$ cat src/rtl/mux21_pkg.sv
// Shared types for the round-robin 2:1 mux arbiter.
// Grant states and mux select encodings.
package mux21_pkg;

    typedef enum logic [1:0] {
        IDLE   = 2'd0,
        GRANT1 = 2'd1,
        GRANT2 = 2'd2
    } arb_state_t;

    localparam logic SEL_I1 = 1'b0;
    localparam logic SEL_I2 = 1'b1;

endpackage

$ cat src/rtl/mux21.sv
// WIDTH-wide 2:1 datapath mux.
// s selects i1 (SEL_I1) or i2 (SEL_I2).
module mux21
    import mux21_pkg::*;
#(
    parameter int WIDTH = 8
) (
    input  logic [WIDTH-1:0] i1,
    input  logic [WIDTH-1:0] i2,
    input  logic             s,
    output logic [WIDTH-1:0] o
);

    assign o = (s == SEL_I2) ? i2 : i1;

endmodule

$ cat src/rtl/mux21_rr_arbiter.sv
// Two-requester round-robin arbiter driving a 2:1 mux select,
// with a registered valid/ready output stage and bounded hold.
module mux21_rr_arbiter
    import mux21_pkg::*;
#(
    parameter int WIDTH    = 8,
    parameter int MAX_HOLD = 4
) (
    input  logic             clk,
    input  logic             rst_n,
    input  logic             req1,
    input  logic             req2,
    input  logic [WIDTH-1:0] d1,
    input  logic [WIDTH-1:0] d2,
    output logic             gnt1,
    output logic             gnt2,
    output logic             ack1,
    output logic             ack2,
    output logic             s,
    output logic             o_valid,
    output logic [WIDTH-1:0] o_data,
    input  logic             o_ready
);

    localparam int CW = $clog2(MAX_HOLD + 1);
    localparam logic [CW-1:0] CNT_MAX = CW'(MAX_HOLD);
    localparam logic [CW-1:0] CNT_PRE = CW'(MAX_HOLD - 1);

    arb_state_t       state_q;
    arb_state_t       state_d;
    logic [CW-1:0]    cnt_q;
    logic             last_q;
    logic             free;
    logic             ack;
    logic             hold_done;
    logic             switching;
    logic [WIDTH-1:0] mux_o;

    assign gnt1 = (state_q == GRANT1);
    assign gnt2 = (state_q == GRANT2);
    assign s    = (state_q == GRANT2);

    assign free = ~o_valid | o_ready;
    assign ack1 = gnt1 & req1 & free;
    assign ack2 = gnt2 & req2 & free;
    assign ack  = ack1 | ack2;

    // Hand over when the hold budget is spent, counting this cycle's beat.
    assign hold_done = (cnt_q == CNT_MAX) | ((cnt_q == CNT_PRE) & ack);
    assign switching = (state_d != state_q);

    always_comb begin
        state_d = state_q;
        unique case (state_q)
            IDLE: begin
                if (req1 & req2)
                    state_d = (last_q == SEL_I1) ? GRANT2 : GRANT1;
                else if (req1)
                    state_d = GRANT1;
                else if (req2)
                    state_d = GRANT2;
            end
            GRANT1: begin
                if (!req1)
                    state_d = req2 ? GRANT2 : IDLE;
                else if (req2 && hold_done)
                    state_d = GRANT2;
            end
            GRANT2: begin
                if (!req2)
                    state_d = req1 ? GRANT1 : IDLE;
                else if (req1 && hold_done)
                    state_d = GRANT1;
            end
            default: state_d = IDLE;
        endcase
    end

    always_ff @(posedge clk or negedge rst_n) begin
        if (!rst_n) begin
            state_q <= IDLE;
            cnt_q   <= '0;
            last_q  <= SEL_I2;
        end else begin
            state_q <= state_d;
            if (switching)
                cnt_q <= '0;
            else if (ack && cnt_q != CNT_MAX)
                cnt_q <= cnt_q + CW'(1);
            if (switching && state_d != IDLE)
                last_q <= (state_d == GRANT2) ? SEL_I2 : SEL_I1;
        end
    end

    mux21 #(
        .WIDTH(WIDTH)
    ) u_mux (
        .i1(d1),
        .i2(d2),
        .s (s),
        .o (mux_o)
    );

    always_ff @(posedge clk or negedge rst_n) begin
        if (!rst_n) begin
            o_valid <= 1'b0;
            o_data  <= '0;
        end else if (ack) begin
            o_valid <= 1'b1;
            o_data  <= mux_o;
        end else if (o_valid & o_ready) begin
            o_valid <= 1'b0;
        end
    end

endmodule

$ cat config.mk
export PLATFORM = sky130hd
export DESIGN_NAME = mux21_rr_arbiter
export DESIGN_NICKNAME = d
export VERILOG_FILES = /design/src/rtl/mux21_pkg.sv /design/src/rtl/mux21.sv /design/src/rtl/mux21_rr_arbiter.sv
export SDC_FILE = /design/constraint.sdc
export NUM_CORES = 1
export LEC_CHECK = 0
export ABC_AREA = 1
export BUFFER_PORTS_ARGS = -buffer_cell sky130_fd_sc_hd__buf_4
export CAP_MARGIN = 20
export CORE_ASPECT_RATIO = 1.5
export CORE_MARGIN = 2
export CORE_UTILIZATION = 31
export DETAILED_ROUTE_END_ITERATION = 8
export MAX_ROUTING_LAYER = met4
export PLACE_DENSITY = 0.51
export SETUP_SLACK_MARGIN = 0.05
export SYNTH_ARGS = -nofsm -noshare
export SYNTH_HDL_FRONTEND = slang
export SYNTH_SLANG_ARGS = --single-unit
export TNS_END_PERCENT = 50
$ cat constraint.sdc
create_clock -name clk -period 2.2 [get_ports clk]
set_clock_uncertainty 0.1 [all_clocks]
set_input_delay 0 -clock clk [delete_from_list [all_inputs] [get_ports clk]]
set_output_delay 0 -clock clk [all_outputs]
set_load 0.005 [all_outputs]
==> Yosys cells after proc, flatten, opt, wreduce, memory -nomap -nowiden <==
Cells that the tools add are included.
{ "totals": {"ff_bits": 15, "in_bits": 21, "out_inout_bits": 14, "elab_cells": 49} }
{ "op_classes": {"addsub": 1, "eq_ne": 7, "muxes": 17, "bitwise_logic": 11, "reduce_logical": 8} }
{ "op_table": {"columns": ["op", "n"], "rows": [
  ["2-bit 2-to-1 mux", 9],
  ["8-bit 2-to-1 mux", 1],
  ["1-bit AND", 7],
  ["3-bit 2-to-1 mux", 2],
  ["2-bit case mux with 3 select lines", 1],
  ["2-bit nonzero test", 3],
  ["2-bit equality test, second input constant", 2],
  ["1-bit logical AND", 4],
  ["1-bit 2-to-1 mux", 4],
  ["3-bit by 1-bit adder with 3-bit output, second input constant", 1],
  ["3-bit by 2-bit equality test with 1-bit output, second input constant", 1],
  ["3-bit equality test, second input constant", 1],
  ["3-bit inequality test, second input constant", 1],
  ["1-bit OR", 3],
  ["2-bit by 1-bit equality test with 1-bit output, second input constant", 1],
  ["2-bit logical NOT", 1],
  ["2-bit inequality test", 1],
  ["1-bit NOT", 1]
]} }

==> Longest topological paths before layout <==
Gate-level depths: netlist of run 1.
{ "logic_depth": {"depth_word": 12, "ltp_mapped": 13, "ltp_nobuf": 13} }

==> Hierarchy <==
Synthesis of run 1 repeated with hierarchy kept, for this count alone.
{ "unflattened": {"cells_unflattened": 134, "hier_area_um2": 950.9} }
{ "by_module_without_submodules": {"columns": ["module", "n_inst", "cells_each", "area_per_inst_um2", "seq_area_each_um2"], "rows": [
  ["mux21_rr_arbiter", 1, 108, 845.8, 376.6],
  ["mux21", 1, 26, 105.1, 0.0]
]} }

==> Least setup slack after synthesis of run 1 <==
Ideal clock, no wire load.
{ "synth_timing": {"kind": "register -> register", "startpoint": "register state_q[0]", "endpoint": "register cnt_q[2]", "setup_ps": 121, "t_arrival_ps": 1384, "t_required_ps": 1979, "slack_ps": 595, "stages_incl_launch_ff": 14, "path_buffers": 0, "period_less_slack_ps": 1605, "cell_sequence": "dfrtp_1 -> inv_2 -> nor2_2 -> nand3_2 -> nand2_4 -> nand2_4 -> nand2_4 -> nand2_2 -> nand2_1 -> nand2_1 -> nand3_1 -> nand2_1 -> nand2_2 -> nor2_1"} }
{ "synth_between": {"elab_chain_len": 12, "word_cells_on_any_way": 24, "cone_classes": "eq/ne: 3; mux: 9; bitwise: 7; reduce/logical: 5"} }
{ "synth_rtl": {"columns": ["element", "line", "text"], "rows": [
  ["from (decl)", "mux21_rr_arbiter.sv:29", "arb_state_t state_q;"],
  ["from (signal assigned)", "mux21_rr_arbiter.sv:85", "state_q <= state_d;"],
  ["2-bit by 1-bit equality test with 1-bit output *", "mux21_rr_arbiter.sv:39", "assign gnt1 = (state_q == GRANT1);"],
  ["net gnt1", "mux21_rr_arbiter.sv:15", "output logic gnt1,"],
  ["1-bit AND (2 in series)", "mux21_rr_arbiter.sv:44", "assign ack1 = gnt1 & req1 & free;"],
  ["1-bit OR", "mux21_rr_arbiter.sv:46", "assign ack = ack1 | ack2;"],
  ["1-bit AND", "mux21_rr_arbiter.sv:49", "assign hold_done = (cnt_q == CNT_MAX) | ((cnt_q == CNT_PRE) & ack);"],
  ["1-bit OR", "mux21_rr_arbiter.sv:49", null],
  ["1-bit logical AND (on tied branches)", "mux21_rr_arbiter.sv:72, mux21_rr_arbiter.sv:66", null],
  ["2-bit 2-to-1 mux (on tied branches)", "mux21_rr_arbiter.sv:72, mux21_rr_arbiter.sv:66", null],
  ["2-bit 2-to-1 mux (on tied branches)", "mux21_rr_arbiter.sv:70, mux21_rr_arbiter.sv:64", null],
  ["2-bit case mux with 3 select lines", "mux21_rr_arbiter.sv:54", "unique case (state_q)"],
  ["2-bit inequality test", "mux21_rr_arbiter.sv:50", "assign switching = (state_d != state_q);"],
  ["3-bit 2-to-1 mux / 2-bit nonzero test (equally long branches)", null, null],
  ["to (signal assigned)", "mux21_rr_arbiter.sv:89", "cnt_q <= cnt_q + CW'(1);"],
  ["to (decl)", "mux21_rr_arbiter.sv:31", "logic [CW-1:0] cnt_q;"]
]} }
The timed path passes the listed nets; every way through them passes the cells marked *.
A chain may end at the register's enable or synchronous reset.

==> Worst setup path in the final report of run 1 <==
{ "layout_timing": {"startpoint": "register state_q[0]", "endpoint": "register o_data[2]"} }
{ "layout_between": {"elab_chain_len": 4, "word_cells_on_any_way": 8, "cone_classes": "eq/ne: 2; mux: 1; bitwise: 5"} }
{ "layout_rtl": {"columns": ["element", "line", "text"], "rows": [
  ["2-bit by 1-bit equality test with 1-bit output / 2-bit equality test (equally long branches)", "mux21_rr_arbiter.sv:39, mux21_rr_arbiter.sv:40, mux21_rr_arbiter.sv:41", null],
  ["1-bit AND (on tied branches) (2 in series)", "mux21_rr_arbiter.sv:44, mux21_rr_arbiter.sv:45", null],
  ["1-bit OR", "mux21_rr_arbiter.sv:46", null],
  ["to (signal assigned)", "mux21_rr_arbiter.sv:110", "o_data <= mux_o;"],
  ["to (decl)", "mux21_rr_arbiter.sv:21", "output logic [WIDTH-1:0] o_data,"]
]} }
Several ways; a longest one is shown, not always the timed one.

==> reports/metrics.cfg, run 1 <==
[detailed_routing]
drt_iter0_markers=4
drt_drc_violations_left=0
wirelength_mm=2.223
via_count=932
drtPass1Iterations=2
avgRoutedWirePerCell_um=10.54
final_antenna_net_count=0
via_per_inst=4.417

[clock_network]
tritoncts=built
cts.reportedPaths.clkPinSlew_ns=0.06
clockRootBuffer=clkbuf_8
htree_levels=1
cts_buffer_depth=2
numCtsBuffers=3
cts_setup_buffers=0
clk_latency_ns=0.24
clock_sinks=15

[critical_path]
end_kind=register
path_class=reg -> reg
critical-path-top-delay-family=buffers and inverters
cp_slowest_cell=dlygate4sd3_1
worstPathRequired_ns=2.28
path_cells=inv_2 -> nor2_2 -> nand3_2 -> nand2_4 -> buf_6 -> nor2_1 -> a31oi_1 -> dlygate4sd3_1
worstPathMaxFanout=18
path_buf_inv=3
cpPeakStageDelay_ns=0.57
cp.arrival_ns=2.08
start_kind=register

[sta]
rsz0062_at_grt=false
slew_viol_final=0
setup_viol=0
finalCriticalPeriod_ns=1.997
tightest_slew_ns=0.4713
max_freq_ghz=0.5008
max_slew_margin_pct=68.29
setup-tns-final_ns=0
whs_ns=0.01157
fin_crit_sh_pct=90.76
finalHoldViolations=0

[synth]
netlist_instances=117
synth-seq-area-share_pct=41.52
ys_ff_latch=15
synth_top_area_share_pct=38.62
synth.distinct_cells=21
synth_largest_area_cell=dfrtp_1
syn-num-nets=141
synthTopCellsByArea=dfrtp_1 39%, nand2_1 13%, nor2_1 7.9%
syn_avg_cell_area_um2=7.753
yosys_warnings=0
synth_area_um2=907.1

[power]
p_sw_uw=653.1
peakVddDrop_mv=0.5605
p_clk_share_pct=12.8
p_comb_share_pct=58.3
power_leakage_nw=0.7388
seqPwrFrac_pct=28.9
pwr_density_cell_mw_per_mm2=1185
sw_frac_of_total_pct=38.19
internal-power_mw=1.057

[place]
port-buffer-count=34
gp_congestion=0.7998
dp_hpwl_mm=1.739

[cells_and_area]
drive_gt1_share_pct=32.56
area_delta_synth_final_pct=59.17
fill_cells=276
final-seq-area_um2=376.6
nets=197
num_antenna_cells=0
multiInputGateArea_um2=462.9

[global_routing]
track_usage_pct=16.70
grt_max_degree=19
grt_pass1_vias=1050
antenna_found_initial=0
grt-ovfl-total=0
grt_pass1_wl_mm=4.071

[floorplanning]
core_mm2=0.002853
die_h_um=70.25
io_pins=35
num_rows=24
die_area_mm2=0.003384
initial_utilization_pct=31.80
fp.dieW_um=48.17

[flow_run]
cap_violations=0

[status]
status=complete, no violations

[worst_hold_path]
hold_class=in -> reg

==> synth_stat cells, drive strengths merged <==
master / n
a21oi: 5
a31oi: 8
buf: 2
clkbuf: 1
dfrtp: 14
dfstp: 1
ha: 3
inv: 15
nand2: 37
nand3: 6
nor2: 21
nor4: 1
o21ai: 2
xor2: 1
==> flip-flops by register name (all words and copies together), names as in the netlist <==
register  cells
last_q        1
cnt_q         3
state_q       2
o_data        8
o_valid       1
==> layer usage <==
layer	vias up	track usage (%)	wire length (µm)
met4	0	8.108	36
met5	-	-	0
met1	422	18.94	880
li1	478	-	-
met2	28	27.63	1202
met3	4	1.292	104
==> path summary, 6_finish.rpt <==
kind	start	to	slack (ns)	cells after the start
min	req2	state_q[0]$_DFF_PN0_	0.01	4
max	state_q[0]$_DFF_PN0_	o_data[2]$_DFFE_PN0N_	0.20	8
min reg2reg	last_q$_DFFE_PN1P_	last_q$_DFFE_PN1P_	0.42	2
min in group asynchronous	rst_n	o_data[0]$_DFFE_PN0N_	0.06	2
max in group asynchronous	rst_n	last_q$_DFFE_PN1P_	1.70	2
max reg2reg	state_q[0]$_DFF_PN0_	o_data[2]$_DFFE_PN0N_	0.20	8
==> logic make-up after synthesis <==
kind of cell               count (synthesis)  share of synthesized area [%]
adders and majority gates                  3                          4.138
xor gates and xnor gates                   1                         0.9657
and+or+nand+nor                           65                          33.52
DFF                                       15                          41.52
AOI/OAI and AO/OA                         15                          11.86
buffers and inverters                     18                          7.999
==> placed cells by master (no fill, tap or decap), drive strengths merged <==
cell,Yosys,final
a21oi,5,5
a31oi,8,8
buf,2,36
clkbuf,1,4
dfrtp,14,14
dfstp,1,1
dlygate4sd3,0,18
ha,3,3
inv,15,15
nand2,37,37
nand3,6,6
nor2,21,21
nor4,1,1
o21ai,2,2
xor2,1,1
==> timing repair <==
action,CTS,global route
setup endpoints to repair,0,8
endpoints found under the hold margin,24,0
hold buffers,18,0
resized for setup,0,2
==> worst register-to-register path, stage by stage, from the launching register on <==
cell and delay [ns]:
dfrtp_1 0.45, inv_2 0.08, nor2_2 0.14, nand3_2 0.13, nand2_4 0.11, buf_6 0.17
nor2_1 0.06, a31oi_1 0.13, dlygate4sd3_1 0.57
==> power by group through the flow <==
| stage | combinational, mW | sequential [mW] | clock, mW |
|---|---|---|---|
| CTS | 0.999 | 0.492 | 0.229 |
| global placement | 0.833 | 0.492 | 0 |
| detailed placement | 0.837 | 0.494 | 0 |
| floorplan | 0.508 | 0.493 | 0 |
| global route | 1.13 | 0.511 | 0.239 |
| finish | 0.997 | 0.494 | 0.219 |
==> cell type report <==
cell class              instances  share of cell area, %
well taps                      39                  3.380
clock buffers                   4                  3.120
repair buffers                 54                  31.46
flip-flops and latches         15                  26.08
multi-input cells              84                  32.06
inverters                      15                  3.899
==> per-stage QoR <==
stage / setup slack (ns) / power [mW] / utilization (%) / instance area, µm² / cells
floorplan: 0.5949 / 1.001 / - / 907.1 / 117
finish: 0.2032 / 1.710 / 50.61 / 1444 / 211
detailed placement: 0.4201 / 1.331 / 42.41 / 1210 / 189
global route: 0.05529 / 1.882 / 50.61 / 1444 / 211
global placement: 0.4375 / 1.325 / 42.41 / 1210 / 189
CTS: 0.1476 / 1.719 / 50.31 / 1435 / 211
No activity file was read; power rests on OpenSTA's default activity.
==> inputs of run 2 (changes only) <==
--- a/config.mk
+++ b/config.mk
@@ -12,7 +12,7 @@
 export CORE_MARGIN = 2
 export CORE_UTILIZATION = 31
 export DETAILED_ROUTE_END_ITERATION = 8
-export MAX_ROUTING_LAYER = met4
+export GPL_TIMING_DRIVEN = 0
 export PLACE_DENSITY = 0.51
 export SETUP_SLACK_MARGIN = 0.05
 export SYNTH_ARGS = -nofsm -noshare
==> run 2 against run 1 <==
  * The run now ends with hold timing left
  * First-iteration DRC count rose to 3.5 times the previous value
  * Fmax increased by 7.6%
  * Total power down 8.6%
  * Critical path depth grew 5
  * Die area stayed put
  * Global-route usage down 1.0 points
  * Combinational power down 14%
  * Setup slack improved by 0.14 ns
  * Hold slack got worse by 0.017 ns
  * Sequential power about the same
  * Final cell count unchanged
==> reports/metrics.cfg, run 2 (same netlist as run 1, synthesis figures left out) <==
[floorplanning]
initial_utilization_pct=31.80
core_mm2=0.002853
io_pins=35
die_area_mm2=0.003384
num_rows=24
die_h_um=70.25
fp.dieW_um=48.17

[sta]
finalHoldViolations=1
fin_crit_sh_pct=84.35
setup-tns-final_ns=0
max_freq_ghz=0.5389
whs_ns=-0.005537
max_slew_margin_pct=69.02
finalCriticalPeriod_ns=1.856
setup_viol=0
slew_viol_final=0
tightest_slew_ns=0.4605
rsz0062_at_grt=false

[cells_and_area]
area_delta_synth_final_pct=57.24
final_common_cell=buf_4
reg_top3=o_data (8), cnt_q (3), state_q (2)
nets=197
largest_reg_flops=8
multiInputGateArea_um2=457.9
fin_util_pct=50.00
drive_gt1_share_pct=31.98
largest_register=o_data
final_cell_mix=35 x buf_4, 31 x nand2_1, 19 x nor2_1
fill_cells=280
num_antenna_cells=0
final-seq-area_um2=376.6

[clock_network]
cts_buffer_depth=2
ctsResizeCount=0
tritoncts=built
cts.reportedPaths.clkPinSlew_ns=0.06
clockRootBuffer=clkbuf_8
cts_setup_buffers=0
ctsHoldBuffers=17
numCtsBuffers=3
clock_sinks=15
clk_latency_ns=0.24
htree_levels=1

[critical_path]
end_kind=register
start_kind=register
cpPeakStageDelay_ns=0.43
crit_end=cnt_q[0]$_DFFE_PN0P_
r2r_end=cnt_q[0]$_DFFE_PN0P_
path_buf_inv=1
cp_slowest_cell=dfrtp_1
rr_startpoint=state_q[1]$_DFF_PN0_
cp-startpoint=state_q[1]$_DFF_PN0_
worstPathMaxFanout=10
worstPathRequired_ns=2.23
path_class=reg -> reg
reg2regPathDepth=13
path_cells=inv_2 -> nor2_2 -> nand3_1 -> nand2_4 -> nand2_4 -> nand2_4 -> nand2_2 -> nand2_1 -> nand2_1 -> nand3_1 -> nand2_1 -> nand2_2 -> nor2_1
reg2reg_slack_ns=0.34
crit_cells=13
critical-path-top-delay-family=simple AND/OR/NAND/NOR gates
cp.arrival_ns=1.88

[place]
port-buffer-count=34
gp_congestion=0.7854
dp_hpwl_mm=1.751

[detailed_routing]
via_per_inst=4.517
avgRoutedWirePerCell_um=10.77
final_antenna_net_count=0
via_count=953
drt_iter0_markers=14
wirelength_mm=2.272
drtPass1Iterations=4
drt_drc_violations_left=0

[status]
violations=hold timing
status=finished with violations

[power]
peakVddDrop_mv=0.5021
p_total_mw=1.563
pwr_density_cell_mw_per_mm2=1096
power_leakage_nw=0.7381

[global_routing]
grt_max_degree=16
antenna_found_initial=0
grt_pass1_vias=1004
grt_pass1_wl_mm=3.960
grt-ovfl-total=0
track_usage_pct=15.67

[worst_hold_path]
hold_path_depth=4
hold_class=in -> reg

[flow_run]
cap_violations=0

==> run 2: cell count changes in the layout (fill, tap and decap cells not counted) <==
cell / previous run / this run
buf_2: 0 / 1
buf_6: 1 / 0
clkbuf_1: 1 / 2
dlygate4sd3_1: 18 / 17
nand3_1: 3 / 4
nand3_2: 3 / 2
==> run 2: metal layers <==
| layer | GRT usage (%) | vias up | routed length, µm |
|---|---|---|---|
| li1 | - | 477 | - |
| met1 | 16.80 | 444 | 861 |
| met2 | 28.95 | 30 | 1307 |
| met3 | 2.067 | 2 | 96 |
| met4 | 4.505 | 0 | 8 |
| met5 | 0 | - | 0 |
==> run 2: tightest hold or removal path, cell delays in order <==
cell     delay (ns)
buf_4          0.08
inv_1          0.03
nand2_1        0.09
nand3_1        0.09
==> run 2: where the power goes <==
part	internal (mW)	leakage (nW)	total (mW)	switching, mW
clock network	0.128	0.0228	0.213	0.0856
logic	0.393	0.537	0.853	0.460
registers	0.408	0.179	0.497	0.0882
total	0.929	0.738	1.56	0.634
==> run 2: stage by stage <==
stage	cells	area [µm²]	hold WS [ns]	setup slack [ns]
after floorplan	117	907.1	-0.3956	0.5949
after global placement	190	1211	-0.2376	0.3746
after detailed placement	190	1211	-0.2323	0.3676
after CTS	211	1426	0.002635	0.3444
after global routing	211	1426	0.01644	0.1534
final	211	1426	-0.005537	0.3443
==> run 2: final cells by class <==
cell class	count	share of cell area [%]
clock buffer	4	3.158
sequential	15	26.40
buffer	3	1.140
multi-input combinational	84	32.11
inverter	15	3.947
tap	39	3.421
timing repair buffer	51	29.82
==> run 2: worst min path at each step <==
stage | from | end | slack (ns)
after floorplan | rst_n | cnt_q[0]$_DFFE_PN0P_ | -0.40
after global routing | o_ready | o_valid$_DFFE_PN0P_ | 0.02
after CTS | o_ready | o_valid$_DFFE_PN0P_ | 0.003
after global placement | rst_n | o_data[2]$_DFFE_PN0N_ | -0.24
after detailed placement | rst_n | o_data[1]$_DFFE_PN0N_ | -0.23
final | o_ready | o_valid$_DFFE_PN0P_ | -0.006
